### src/rtl/spi_frame_slave_pkg.sv
// Shared definitions for the SPI frame slave: FSM encoding, SPI mode constants
// and the filler byte returned while the address is being received.
package spi_frame_slave_pkg;

  typedef enum logic [2:0] {
    ST_IDLE  = 3'd0,
    ST_CMD   = 3'd1,
    ST_ADDR  = 3'd2,
    ST_DATA  = 3'd3,
    ST_ABORT = 3'd4
  } state_t;

  localparam logic [1:0] MODE0 = 2'd0;
  localparam logic [1:0] MODE1 = 2'd1;
  localparam logic [1:0] MODE2 = 2'd2;
  localparam logic [1:0] MODE3 = 2'd3;

  localparam logic [7:0] STA_IDLE = 8'h00;

  // Modes 0 and 3 sample MOSI on the rising SCLK edge, modes 1 and 2 on the falling one.
  function automatic logic sample_on_rise(input logic [1:0] mode);
    case (mode)
      MODE0, MODE3: return 1'b1;
      MODE1, MODE2: return 1'b0;
      default:      return 1'b1;
    endcase
  endfunction

endpackage

### src/rtl/spi_sync_edge.sv
// Two-flop synchroniser for an asynchronous input, plus single-cycle rise/fall pulses.
module spi_sync_edge (
  input  logic clk,
  input  logic d,
  output logic rise,
  output logic fall
);

  logic s1, s2, s3;

  // Unreset on purpose: the chain always tracks the pin, so an input held
  // steady through reset produces no spurious edge afterwards.
  always_ff @(posedge clk) begin
    s1 <= d;
    s2 <= s1;
    s3 <= s2;
  end

  assign rise = s2 & ~s3;
  assign fall = ~s2 & s3;

endmodule

### src/rtl/spi_frame_slave.sv
// SPI slave that splits each SS-framed transfer into a command byte, an address
// field and an unbounded burst of data bytes.
//   state | meaning
//   IDLE  | no frame; waiting for SS falling edge
//   CMD   | receiving the command byte, STA shifting out
//   ADDR  | receiving ADDR_BYTES address bytes, zeros shifting out
//   DATA  | burst of data bytes, DATA_in shifting out
//   ABORT | frame aborted by err_in; MISO held high until SS rises
module spi_frame_slave
  import spi_frame_slave_pkg::*;
#(
  parameter int ADDR_BYTES = 2,
  parameter int CPOL       = 0,
  parameter int CPHA       = 0,
  parameter int AUTO_INC   = 1,
  localparam int AW        = 8 * ADDR_BYTES
) (
  input  logic          clk,
  input  logic          rst,
  input  logic          SCLK,
  input  logic          SS,
  input  logic          MOSI,
  output logic          MISO,
  input  logic [7:0]    STA,
  input  logic [7:0]    DATA_in,
  output logic [7:0]    CMD,
  output logic [AW-1:0] ADDR,
  output logic [7:0]    DATA_out,
  output logic [7:0]    RAW_out,
  output logic          cmd_valid,
  output logic          addr_valid,
  output logic          data_valid,
  output logic          data_req,
  input  logic          err_in,
  output logic          err_out,
  output logic          EoB,
  output logic          busy
);

  localparam logic [1:0] MODE        = 2'(CPOL * 2 + CPHA);
  localparam logic       SAMPLE_RISE = sample_on_rise(MODE);

  state_t     state, state_nxt;
  logic       sclk_rise, sclk_fall, ss_rise, ss_fall;
  logic       mosi_m, mosi_s;
  logic [2:0] bit_cnt, byte_cnt;
  logic [7:0] rx_sreg, tx_sreg, rx_byte;
  logic       ld_pend, inc_pend;
  logic       sample_edge, shift_edge, active, byte_done, last_addr;

  spi_sync_edge u_sclk (.clk(clk), .d(SCLK), .rise(sclk_rise), .fall(sclk_fall));
  spi_sync_edge u_ss   (.clk(clk), .d(SS),   .rise(ss_rise),   .fall(ss_fall));

  always_ff @(posedge clk) begin
    mosi_m <= MOSI;
    mosi_s <= mosi_m;
  end

  assign sample_edge = SAMPLE_RISE ? sclk_rise : sclk_fall;
  assign shift_edge  = SAMPLE_RISE ? sclk_fall : sclk_rise;
  assign active      = (state == ST_CMD) || (state == ST_ADDR) || (state == ST_DATA);
  assign rx_byte     = {rx_sreg[6:0], mosi_s};
  assign byte_done   = active && sample_edge && (bit_cnt == 3'd7) && !err_in && !ss_rise;
  assign last_addr   = (byte_cnt == 3'(ADDR_BYTES - 1));

  always_ff @(posedge clk) begin
    if (rst) state <= ST_IDLE;
    else     state <= state_nxt;
  end

  always_comb begin
    state_nxt = state;
    case (state)
      ST_IDLE:           if (ss_fall) state_nxt = err_in ? ST_ABORT : ST_CMD;
      ST_CMD:            if (byte_done) state_nxt = ST_ADDR;
      ST_ADDR:           if (byte_done && last_addr) state_nxt = ST_DATA;
      ST_DATA, ST_ABORT: state_nxt = state;
      default:           state_nxt = ST_IDLE;
    endcase
    if (active && err_in) state_nxt = ST_ABORT;
    if (ss_rise)          state_nxt = ST_IDLE;
  end

  always_comb begin
    busy = (state != ST_IDLE);
    case (state)
      ST_IDLE:  MISO = 1'b0;
      ST_ABORT: MISO = 1'b1;
      default:  MISO = tx_sreg[7];
    endcase
  end

  always_ff @(posedge clk) begin
    if (rst) begin
      bit_cnt    <= '0;
      byte_cnt   <= '0;
      rx_sreg    <= '0;
      tx_sreg    <= '0;
      CMD        <= '0;
      ADDR       <= '0;
      DATA_out   <= '0;
      RAW_out    <= '0;
      err_out    <= 1'b0;
      cmd_valid  <= 1'b0;
      addr_valid <= 1'b0;
      data_valid <= 1'b0;
      data_req   <= 1'b0;
      EoB        <= 1'b0;
      ld_pend    <= 1'b0;
      inc_pend   <= 1'b0;
    end else begin
      cmd_valid  <= 1'b0;
      addr_valid <= 1'b0;
      data_valid <= 1'b0;
      data_req   <= 1'b0;
      EoB        <= 1'b0;
      ld_pend    <= data_req;
      inc_pend   <= data_valid;

      if (state == ST_IDLE && ss_fall) begin
        bit_cnt  <= '0;
        byte_cnt <= '0;
        err_out  <= err_in;
        tx_sreg  <= STA;
      end
      if (active && err_in) err_out <= 1'b1;
      if (ss_rise && state != ST_IDLE && bit_cnt != 3'd0) err_out <= 1'b1;

      if (active && sample_edge && !err_in) begin
        rx_sreg <= rx_byte;
        bit_cnt <= bit_cnt + 3'd1;
      end
      // No shift on the first shift edge of a byte: the MSB is already on MISO.
      if (active && shift_edge && bit_cnt != 3'd0) tx_sreg <= {tx_sreg[6:0], 1'b0};
      if (ld_pend && state == ST_DATA) tx_sreg <= DATA_in;
      if (inc_pend && AUTO_INC != 0) ADDR <= ADDR + AW'(1);

      if (byte_done) begin
        EoB      <= 1'b1;
        RAW_out  <= rx_byte;
        data_req <= 1'b1;
        case (state)
          ST_CMD: begin
            CMD       <= rx_byte;
            cmd_valid <= 1'b1;
            tx_sreg   <= STA_IDLE;
          end
          ST_ADDR: begin
            ADDR     <= (ADDR << 8) | AW'(rx_byte);
            byte_cnt <= byte_cnt + 3'd1;
            if (last_addr) addr_valid <= 1'b1;
            else           tx_sreg    <= STA_IDLE;
          end
          ST_DATA: begin
            DATA_out   <= rx_byte;
            data_valid <= 1'b1;
          end
          default: ;
        endcase
      end
    end
  end

endmodule
### config.mk
export PLATFORM = sky130hd
export DESIGN_NAME = spi_frame_slave
export DESIGN_NICKNAME = d
export VERILOG_FILES = /design/src/rtl/spi_frame_slave_pkg.sv /design/src/rtl/spi_sync_edge.sv /design/src/rtl/spi_frame_slave.sv
export SDC_FILE = /design/constraint.sdc
export NUM_CORES = 1
export LEC_CHECK = 0
export ABC_AREA = 1
export CORE_MARGIN = 3
export CORE_UTILIZATION = 53
export CTS_BUF_LIST = sky130_fd_sc_hd__clkbuf_8
export DETAILED_ROUTE_END_ITERATION = 8
export PLACE_DENSITY_LB_ADDON = 0.1
export SLEW_MARGIN = 15
export SYNTH_ARGS = -nofsm -noshare
export SYNTH_HDL_FRONTEND = slang
export SYNTH_SLANG_ARGS = --single-unit
### constraint.sdc
create_clock -name clk -period 2.3 [get_ports clk]
set_clock_uncertainty 0.1 [all_clocks]
set_input_delay 0.345 -clock clk [delete_from_list [all_inputs] [get_ports clk]]
set_output_delay 0.345 -clock clk [all_outputs]
set_load 0.05 [all_outputs]
# --- Word level (Yosys, flattened, before mapping) ---
# Index checks and enable logic that the tools add are counted.
totals:
  romBits: 0
  latch_bits: 0
  output_inout_bits: 48
  inputBits: 22
  mem_bits_rw: 0
  word_cells: 112
  n_memories: 0
  reg_bits: 79
op_classes:
  bitwise: 12
  eq_ne: 13
  order_cmp: 0
  n_reduce_logical: 31
  div: 0
  n_addsub: 3
  multipliers: 0
  shifts: 0
  muxes: 28
ops:
  columns: ["operator", "n"]
  rows:
  - ["$mux W16", 3]
  - ["$mux W8", 5]
  - ["$mux W3", 10]
  - ["$add A16 B1 Y16 const B", 1]
  - ["$or A16 B8 Y16", 1]
  - ["$pmux W8 S2", 1]
  - ["$logic_and A1 B1 Y1", 13]
  - ["$pmux W3 S4", 1]
  - ["$reduce_bool A3 Y1", 3]
  - ["$reduce_and A4 Y1", 2]
  - ["$mux W1", 7]
  - ["$not A1 Y1", 7]
  - ["$add A3 B1 Y3 const B", 2]
  - ["$eq A3 B1 Y1 const B", 2]
  - ["$eq A3 B2 Y1 const B", 2]
  - ["$eq A3 B3 Y1 const B", 2]
  - ["$ne A2 B2 Y1 const B", 3]
  - ["$reduce_or A2 Y1", 3]
  - ["$reduce_or A3 Y1", 2]
  - ["$and A1 B1 Y1", 4]
  - ["$reduce_and A2 Y1", 2]
  - ["$logic_not A3 Y1", 1]
  - ["$ne A3 B1 Y1 const B", 1]
  - ["$ne A3 B2 Y1 const B", 1]
  - ["6 further kinds", 8]

# --- Logic depth before layout (Yosys ltp) ---
logic_depth:
  depth_word: 11
  mapped_depth: 10
  depth_no_buf: 10

# --- Hierarchy ---
# From an unflattened synthesis, not the netlist that was laid out.
unflattened:
  cells_unflattened: 464
  hier_area_um2: 3403.3
by_module_without_submodules:
  columns: ["mod", "cells_per_inst", "area_each_um2", "instances", "seq_area_each_um2"]
  rows:
  - ["spi_frame_slave", 450, 3253.1, 1, 1461.4]
  - ["spi_sync_edge", 7, 75.1, 2, 60.1]

# --- Worst setup path after synthesis ---
# OpenSTA, ideal clock, no wires.
synth_path:
  path_type: "register to register"
  startpoint: "reg ADDR[0]"
  endpoint: "reg ADDR[14]"
  stages_incl_launch_ff: 11
  arrival_time_ns: 1.798
  setup_time_ns: 0.109
  synth_period_minus_slack_ns: 2.007
  setup_slack_ns: 0.293
  path_buffers: 0
  required_ns: 2.091
  path_cell_list: "dfxtp_1 ha_1 nand3_1 inv_1 nand3_1 nor2_1 nand3_1 nand2_1 nand3_1 nand2_1 inv_1"
synth_via:
  elab_chain_cells: 4
synth_rtl:
  columns: ["item", "line_no", "text"]
  rows:
  - ["start, declared", "spi_frame_slave.sv:27", "output logic [AW-1:0] ADDR,"]
  - ["start signal, assigned", "spi_frame_slave.sv:136", "if (inc_pend && AUTO_INC != 0) ADDR <= ADDR + AW'(1);"]
  - ["start signal, assigned", "spi_frame_slave.sv:149", "ADDR <= (ADDR << 8) | AW'(rx_byte);"]
  - ["$add A16 B1 Y16 (*)", "spi_frame_slave.sv:136", null]
  - ["$mux W16 (*)", "spi_frame_slave.sv:136", null]
  - ["$mux W16", "spi_frame_slave.sv:142", "case (state)"]
  - ["$mux W16 (*)", "spi_frame_slave.sv:138", "if (byte_done) begin"]
# Mark *: on every way between the ends. The rest lies on a longest branch, timed or not.
# A chain may end at the register's enable or synchronous reset.

# --- Final worst setup path ---
layout_path:
  startpoint: "reg ADDR[0]"
  endpoint: "out ADDR[0]"
# No word-level cell between the ends.

==> impl.org <==
** Run status
- Status :: finished clean

** Floorplanning
- Number of top-level pins :: 70
- Die Span Y :: 86.5 um
- In this run the horizontal extent of the chip is 86.5 um.
- Initial core utilization :: 56.3%
- The floorplan step defined a core boundary enclosing 0.00610 mm^2.
- The floorplan step defined a die boundary enclosing 0.00748 mm^2.
- After floorplanning, the core was divided into 28 placement rows.

** Final layout
- Total number of nets in the final design :: 549
- Layout area overhead :: 27.8%
- Antenna Cells :: 0
- The finished cells cover 0.00439 mm^2.
- In the final layout, the share of cells above drive strength 1 is 8.37%.
- The library cells used most frequently in the layout, excluding fill and tap cells, are dfxtp_1 (79), nand2_1 (78), clkdlybuf4s50_1 (67).
- Commonest non-fill, non-tap cell in the layout :: dfxtp_1

** Timing
- The final-report max-slew violation count was 0.
- Setup violations remaining at the end of the flow were counted as 0.
- The smallest clock period supported by the final layout is computed as 2080 ps.
- The number of hold violations in the final report was 0.
- Peak Freq :: 0.481 GHz
- Setup repair after global routing left no endpoint under its margin.
- Of the available clock period, the critical path in the final layout requires 90.4%.
- Transition at the pin with the smallest max-transition slack :: 548 ps
- Max-slew headroom at the worst pin :: 63.3%
- In the final timing run, aggregate negative setup slack is 0 ps.

** Synthesis
- Fraction of the yosys area taken by sequential cells :: 46.1%
- Area share of the largest cell type after synthesis :: 46.1%
- Area contributors post-synth :: dfxtp_1 (46%), o21ai_0 (9.2%), nand2_1 (8.5%)
- The number of nets in the synthesized netlist is 478.
- Post-synthesis cell area :: 0.00343 mm^2
- Yosys reg bits :: 79
- In the synthesized netlist the dominant register cell turns out to be dfxtp_1.
- Library cell occupying the most area in the post-synthesis netlist :: dfxtp_1
- Averaged over all synthesized cells, the footprint is 7.63 um^2.
- Asr flop ratio synth :: 0%
- The cell count after synthesis came out at 450.
- Yosys printed 0 warnings.
- In this run, synthesis inferred 0 flip-flops with an integrated enable.
- The synthesized netlist contains 35 unique library cells.

** Setup path
- STA classifies the critical path startpoint as a flip-flop.
- The slowest stage of the critical path is the clkdlybuf4s50_1 cell.
- The endpoint identified for the worst register-to-register timing path is DATA_out[5].
- Arrival time worst endpoint :: 1630 ps
- The critical path is of the flip-flop to primary output type.
- In this run the register-to-register setup slack is 290 ps.
- Data required time of the worst path :: 1860 ps
- Max stage delay on crit path :: 840 ps
- STA classifies the critical path endpoint as a primary output.
- Among cell families on the critical path, the largest total delay comes from buffers and inverters.
- Of all nets on the critical path, the largest fanout is 5.
- The signal on the critical path passes through clkdlybuf4s50_1.
- Counting cells, the worst reg-to-reg path comes to 9.
- Startpoint of the most critical register-to-register path :: bit_cnt[1]
- Counting both buffers and inverters, the worst setup path holds a total of 1.

** Global route
- Antenna violations before repair :: 0
- Met3 GRT Util :: 3.90%
- The layer flagged by global routing as most heavily used is met2.
- Met2 global-route usage :: 35.0%
- Entering global routing, the biggest net connects 48 pins.
- Global-route met1 utilization :: 30.7%
- Remaining Overflow, GRT :: 0
- Across every metal layer, demand over resource in global routing totals 22.5%.
- Number of global-route vias before repair :: 2939
- The first global-routing pass estimated 13500 um of wire.

** Routing
- 1st-pass router iterations :: 4
- Overall routed net length :: 7930 um
- Drt wl/cell :: 13.2 um
- In this run the remaining antenna-violating nets after routing total 0.
- Dividing the detail-routed via count by the number of cells gives 5.23.
- Drt initial violations :: 136
- DRC :: 0
- Vias after detailed routing :: 3142

** Placement
- Count of buffers from port buffering :: 69
- The HPWL after detailed placement is 5550 um.
- Placed cell areas :: 0.00418 mm^2
- Final weighted congestion of routability-driven global placement :: 0.945

** CTS
- Post-CTS timing repair inserted 0 buffers for setup.
- The later pin in the worst-skew pair is clocked with a latency of 360 ps.
- Hold-fix buffers, CTS :: 0
- The H-tree was split into 3 levels.
- The clock passes through at most 2 buffers.
- Counting every sink on the clock net gives 79.
- Clock-pin slew was measured on the worst setup and hold paths at 100 ps.
- Total CTS buffers :: 9
- Clock root buffer master :: clkbuf_8
- Clock tree from TritonCTS :: built
- Post-CTS repair changed the size of 0 cells.

** Job
- Maximum capacitance violations :: 0

** Hold path
- In this run the worst hold path is classified as flip-flop to flip-flop.
- Capture endpoint of the worst hold path :: u_ss.s2
- In this run the most critical hold path is launched from u_ss.s1.
- Along the worst hold path, the cell count comes to 0.

** Power and ir drop
- Total leakage power :: 1.81 nW
- Across the VDD grid, the largest voltage drop is 0.000406 V.
- Dividing total power by cell area gives a power density of 674 mW/mm^2.
## kinds of logic after synthesis
kind of cell,share of synthesized area [%]
AOI/OAI and AO/OA,16.6
adders and majority gates,2.19
and+or+nand+nor,24.5
buffers and inverters,8.90
DFF,46.1
xor gates and xnor gates,1.79
## Yosys cell counts, types with 4 or more instances
| cell type | number |
|---|---|
| dfxtp_1 | 79 |
| nand2_1 | 78 |
| o21ai_0 | 63 |
| inv_1 | 57 |
| nand3_1 | 39 |
| a21oi_1 | 33 |
| nor2_1 | 31 |
| clkbuf_1 | 7 |
| ha_1 | 6 |
| or2_2 | 5 |
| buf_4 | 4 |
| nand4_1 | 4 |
| nor2_4 | 4 |
| xnor2_1 | 4 |
## cell type report
| class | instances | area [um^2] |
|---|---|---|
| fillers | 513 | 1710 |
| flip-flops and latches | 79 | 1580 |
| multi-input cells | 298 | 1550 |
| repair buffers | 74 | 736 |
| inverters | 59 | 221 |
| clock buffers | 9 | 124 |
| well taps | 75 | 93.8 |
| clock inverters | 7 | 83.8 |
## where the power goes
part           internal (mW)  switching (mW)  leakage [nW]  total (mW)
Combinational          0.147           0.287          1.06       0.434
Clock                  0.524           0.558         0.103        1.08
Sequential              1.41          0.0292         0.641        1.44
## routing by layer
layer	share of wire (%)	wire length, um
met2	46	3690
met1	48	3780
met5	0	0
met3	4.3	340
met4	1.6	123
## per-stage QoR
stage	utilization (%)	setup WS [ps]	hold slack, ps	std cells	power, mW
after floorplan	-	293	210	450	1.77
after global placement	68.5	203	211	585	1.90
after detailed placement	68.5	143	213	585	1.90
after CTS	71.9	201	233	601	2.98
after global routing	71.9	88.0	242	601	3.11
final	71.9	221	230	601	2.96
## sequential cells by signal (all words and copies together), names as in the netlist, 3 cells and up
register and count:
byte_cnt 3, CMD 8, DATA_out 8, tx_sreg 8
bit_cnt 3, RAW_out 8, state 3, rx_sreg 7
ADDR 16
## worst register-to-register path: cells and delay by family, from the launching register on
kind / cells / cell delay, ps
buffers and inverters: 2 / 290
and+or+nand+nor: 3 / 510
adders and majority gates: 2 / 310
DFF: 1 / 360
AOI/OAI and AO/OA: 2 / 330
## how the worst max path moves through the flow
stage	start	end	slack, ps	cells past startpoint
2_1_floorplan	ADDR[0]	ADDR[14]	290	10
3_3_place_gp	err_in	DATA_out[1]	200	8
3_5_place_dp	err_in	DATA_out[5]	140	8
4_1_cts	ADDR[0]	ADDR[0]	200	1
5_1_grt	state[1]	err_out	90	8
6_report	ADDR[0]	ADDR[0]	220	1
(Power assumes the default switching activity.)
==> variant 1 (same flow settings) <==
Put one more register stage on the output `CMD`, without a reset. The value now appears one clock later. The other outputs are not delayed to match.
--- a/src/rtl/spi_frame_slave.sv
+++ b/src/rtl/spi_frame_slave.sv
@@ -41,2 +41,4 @@
   localparam logic       SAMPLE_RISE = sample_on_rise(MODE);
+
+  logic [7:0] CMD_s0;
 
@@ -98,3 +100,3 @@
       tx_sreg    <= '0;
-      CMD        <= '0;
+      CMD_s0     <= '0;
       ADDR       <= '0;
@@ -143,3 +145,3 @@
           ST_CMD: begin
-            CMD       <= rx_byte;
+            CMD_s0    <= rx_byte;
             cmd_valid <= 1'b1;
@@ -163,2 +165,6 @@
 
+  always_ff @(posedge clk) begin
+    CMD <= CMD_s0;
+  end
+
 endmodule
Check against the original RTL: same outputs for any inputs over 10 cycles, from zero or initial values and one cycle with rst high; that may be too few to reach the edited logic, so the function may still have changed.
==> variant 1 against the unedited design <==
Setup slack got worse by 18 ps; total power rose by 19%; via count rose by 1.4%; critical endpoint is now ADDR[7]; cell area rose by 5.8%; synthesized area rose by 4.8%; sequential cell count rose by 8; routed wire length rose by 3.8%.
==> variant 1: results <==
export IMPL_status="finished, final reports clean"
export IMPL_synth_nets=494
export IMPL_grt_pass1_wl_um=13800
export IMPL_hpwlAfterDp_um=5920
export IMPL_drt_first_pass_iters=4
export IMPL_max_flop_register="ADDR"
export IMPL_wl_per_cell_um=13.2
export IMPL_pre_cts_ws_ps=194
export IMPL_drive_gt1_share_pct=8.78
export IMPL_largest_reg_flops=16
export IMPL_htreeDepth=3
export IMPL_cp_startpoint="ADDR[7]$_SDFF_PP0_"
export IMPL_p_clk_share_pct=36.9
export IMPL_drtIter0Drc=180
export IMPL_ys_seq_area_share_pct=48.4
export IMPL_arrival_ps=1650
export IMPL_place_gp_congestion=0.859
export IMPL_reg2reg_slack_ps=410
export IMPL_stdcell_count=624
export IMPL_postPlaceCellArea_mm2=0.00439
export IMPL_placed_cells=608
export IMPL_async_flop_share_pct=0
export IMPL_antennaDiodeCount=0
export IMPL_yosysWarnings=0
export IMPL_postSynthCellCount=466
export IMPL_synth_common_cells="93 x nand2_1, 87 x dfxtp_1, 58 x inv_1, 44 x o21ai_0, 39 x nor2_1"
export IMPL_cp_slowest_cell="clkdlybuf4s50_1"
export IMPL_n_fill_cell=529
export IMPL_p_switching_mw=1.02
export IMPL_yosysUniqueCellTypes=32
export IMPL_worstSkewPairLatency_ps=360
export IMPL_cts_buffers=9
export IMPL_root_buffer="clkbuf_8"
export IMPL_setup_ws_ps=202
export IMPL_grt_total_usage_pct=22.7
export IMPL_synth_area_leaders="dfxtp_1 48%, nand2_1 9.7%, o21ai_0 6.1%"
export IMPL_antenna_found_initial=0
export IMPL_p_leak_nw=1.98
export IMPL_grt_pass1_vias=2979
export IMPL_hold_start="u_ss.s1$_DFF_P_"
export IMPL_synth_main_ff_cell="dfxtp_1"
export IMPL_synth_most_common_cell="nand2_1"
export IMPL_clock_path_buffers=2
export IMPL_slew_limit_headroom_pct=59.3
export IMPL_seq_area_mm2=0.00174
export IMPL_via_per_inst=5.11
export IMPL_grt_max_degree=24
export IMPL_critical_path_reg2reg_startpoint="bit_cnt[1]$_SDFFE_PP0P_"
export IMPL_peakVddDrop_v=0.000574
export IMPL_hold_ws_ps=234
export IMPL_slowest_delay_ps=850
export IMPL_rr_worst_depth=8
export IMPL_cp_max_fo=6
export IMPL_path_clk_slew_ps=90
export IMPL_layout_nets=570
export IMPL_io_buffers=69
export IMPL_hold_path_class="reg2reg"
export IMPL_crit_family="buffers and inverters"
## variant 1: repair_timing
action / 4_1_cts / 5_1_grt
gates resized for setup: 1 / 0
hold buffers: 0 / 0
setup buffers: 0 / 0
endpoints found under the setup margin: 1 / 0
## variant 1: logic make-up after synthesis
group / count (synthesis) / share of synthesized area, %
adders and majority gates: 6 / 2.09
and+or+nand+nor: 190 / 23.7
xor gates and xnor gates: 8 / 1.95
muxes: 2 / 0.557
DFF: 87 / 48.4
AOI/OAI and AO/OA: 97 / 14.8
buffers and inverters: 76 / 8.52
## variant 1: final timing paths
path,to
setup / recovery,ADDR[7]
hold reg to reg,u_ss.s2$_DFF_P_
hold / removal,u_ss.s2$_DFF_P_
setup reg to reg,DATA_out[3]$_SDFFE_PP0P_
## variant 1: area by class of cell
type,instances,share of cell area [%]
tap,77,2.08
sequential,87,37.5
clock inverter,7,2.70
timing repair buffer,78,16.5
clock buffer,9,2.67
inverter,63,5.10
multi-input combinational,303,33.4
## variant 1: power by group through the flow
stage	combinational [mW]	clock (mW)	sequential [mW]
after floorplan	0.411	0	1.67
after global placement	0.595	0	1.66
after detailed placement	0.604	0	1.66
after CTS	0.597	1.31	1.62
after global routing	0.668	1.39	1.63
final	0.599	1.30	1.63
## variant 1: routing by layer
| layer | GRT usage (%) | routed length, um | up-vias |
|---|---|---|---|
| li1 | - | - | 1665 |
| met1 | 30.2 | 3860 | 1454 |
| met2 | 35.6 | 3940 | 60 |
| met3 | 5.40 | 323 | 8 |
| met4 | 9.48 | 101 | 0 |
| met5 | 0 | 0 | - |
==> variant 2 (same flow settings) <==
Without the edit above. Change the parameter `AUTO_INC` from 1 to 0.
--- a/src/rtl/spi_frame_slave.sv
+++ b/src/rtl/spi_frame_slave.sv
@@ -14,3 +14,3 @@
   parameter int CPHA       = 0,
-  parameter int AUTO_INC   = 1,
+  parameter int AUTO_INC   = 0,
   localparam int AW        = 8 * ADDR_BYTES
Function: same outputs for any inputs over 10 cycles, from zero or initial values and one cycle with rst high; that may be too few to reach the edited logic, so the function may still have changed.
==> variant 2 against the unedited design <==
Routed wire length shrank 11%; sequential cell count shrank 1; cell area shrank 7.4%; combinational power grew 5.8%; die area shrank 8.2%; setup slack gained 55 ps; total power grew 1.8%; non-clock buffer count grew 3; synthesized area shrank 8.8%; critical endpoint is now ADDR[4]; largest cell class unchanged.
==> variant 2: results <==
export IMPL_drive_gt1_share_pct=8.40
export IMPL_use_met3_pct=6.45
export IMPL_ys_seq_area_share_pct=49.9
export IMPL_p_clk_share_pct=36.5
export IMPL_cp_max_fo=3
export IMPL_grt_pass1_vias=2650
export IMPL_use_met1_pct=30.1
export IMPL_grt_total_usage_pct=22.0
export IMPL_setup_ws_ps=276
export IMPL_placed_cells=532
export IMPL_hpwlAfterDp_um=4840
export IMPL_status="finished, final reports clean"
export IMPL_rr_endpoint="ADDR[0]$_SDFFE_PP0P_"
export IMPL_postPlaceCellArea_mm2=0.00385
export IMPL_hold_ws_ps=231
export IMPL_reg2reg_slack_ps=380
export IMPL_endpoint="ADDR[4]"
export IMPL_p_comb_uw=459
export IMPL_synth_nets=430
export IMPL_pre_cts_ws_ps=160
export IMPL_postSynthCellCount=403
export IMPL_grt_pass1_wl_um=12400
export IMPL_place_gp_congestion=0.765
export IMPL_yosysUniqueCellTypes=30
export IMPL_synth_common_cells="78 x dfxtp_1, 70 x nor2_1, 64 x nand2_1, 38 x o21ai_0, 37 x a21oi_1"
-- variant 2: final cells by class --
class / count / area, um2
sequential: 78 / 1560
clock buffer: 9 / 124
multi-input combinational: 270 / 1310
timing repair buffer: 77 / 746
clock inverter: 7 / 90.1
fill: 479 / 1550
tap: 72 / 90.1
inverter: 35 / 136
-- variant 2: logic make-up (layout without fill, tap and decap cells) --
kind of cell             count (synthesis)  count (layout)  synth area share [%]
AO/OA/AOI/OAI                           92              92                  15.7
adder cells (fa/ha/maj)                  5               5                  2.00
buffers and inverters                   55             128                  8.16
flip-flops                              78              78                  49.9
AND/OR/NAND/NOR                        173             173                  24.3
-- variant 2: routing by layer --
| layer | share of wire, % | vias up | routed length (um) |
|---|---|---|---|
| li1 | - | 1449 | - |
| met1 | 48 | 1273 | 3400 |
| met2 | 45 | 74 | 3180 |
| met3 | 5.2 | 11 | 371 |
| met4 | 1.8 | 0 | 130 |
| met5 | 0 | - | 0 |
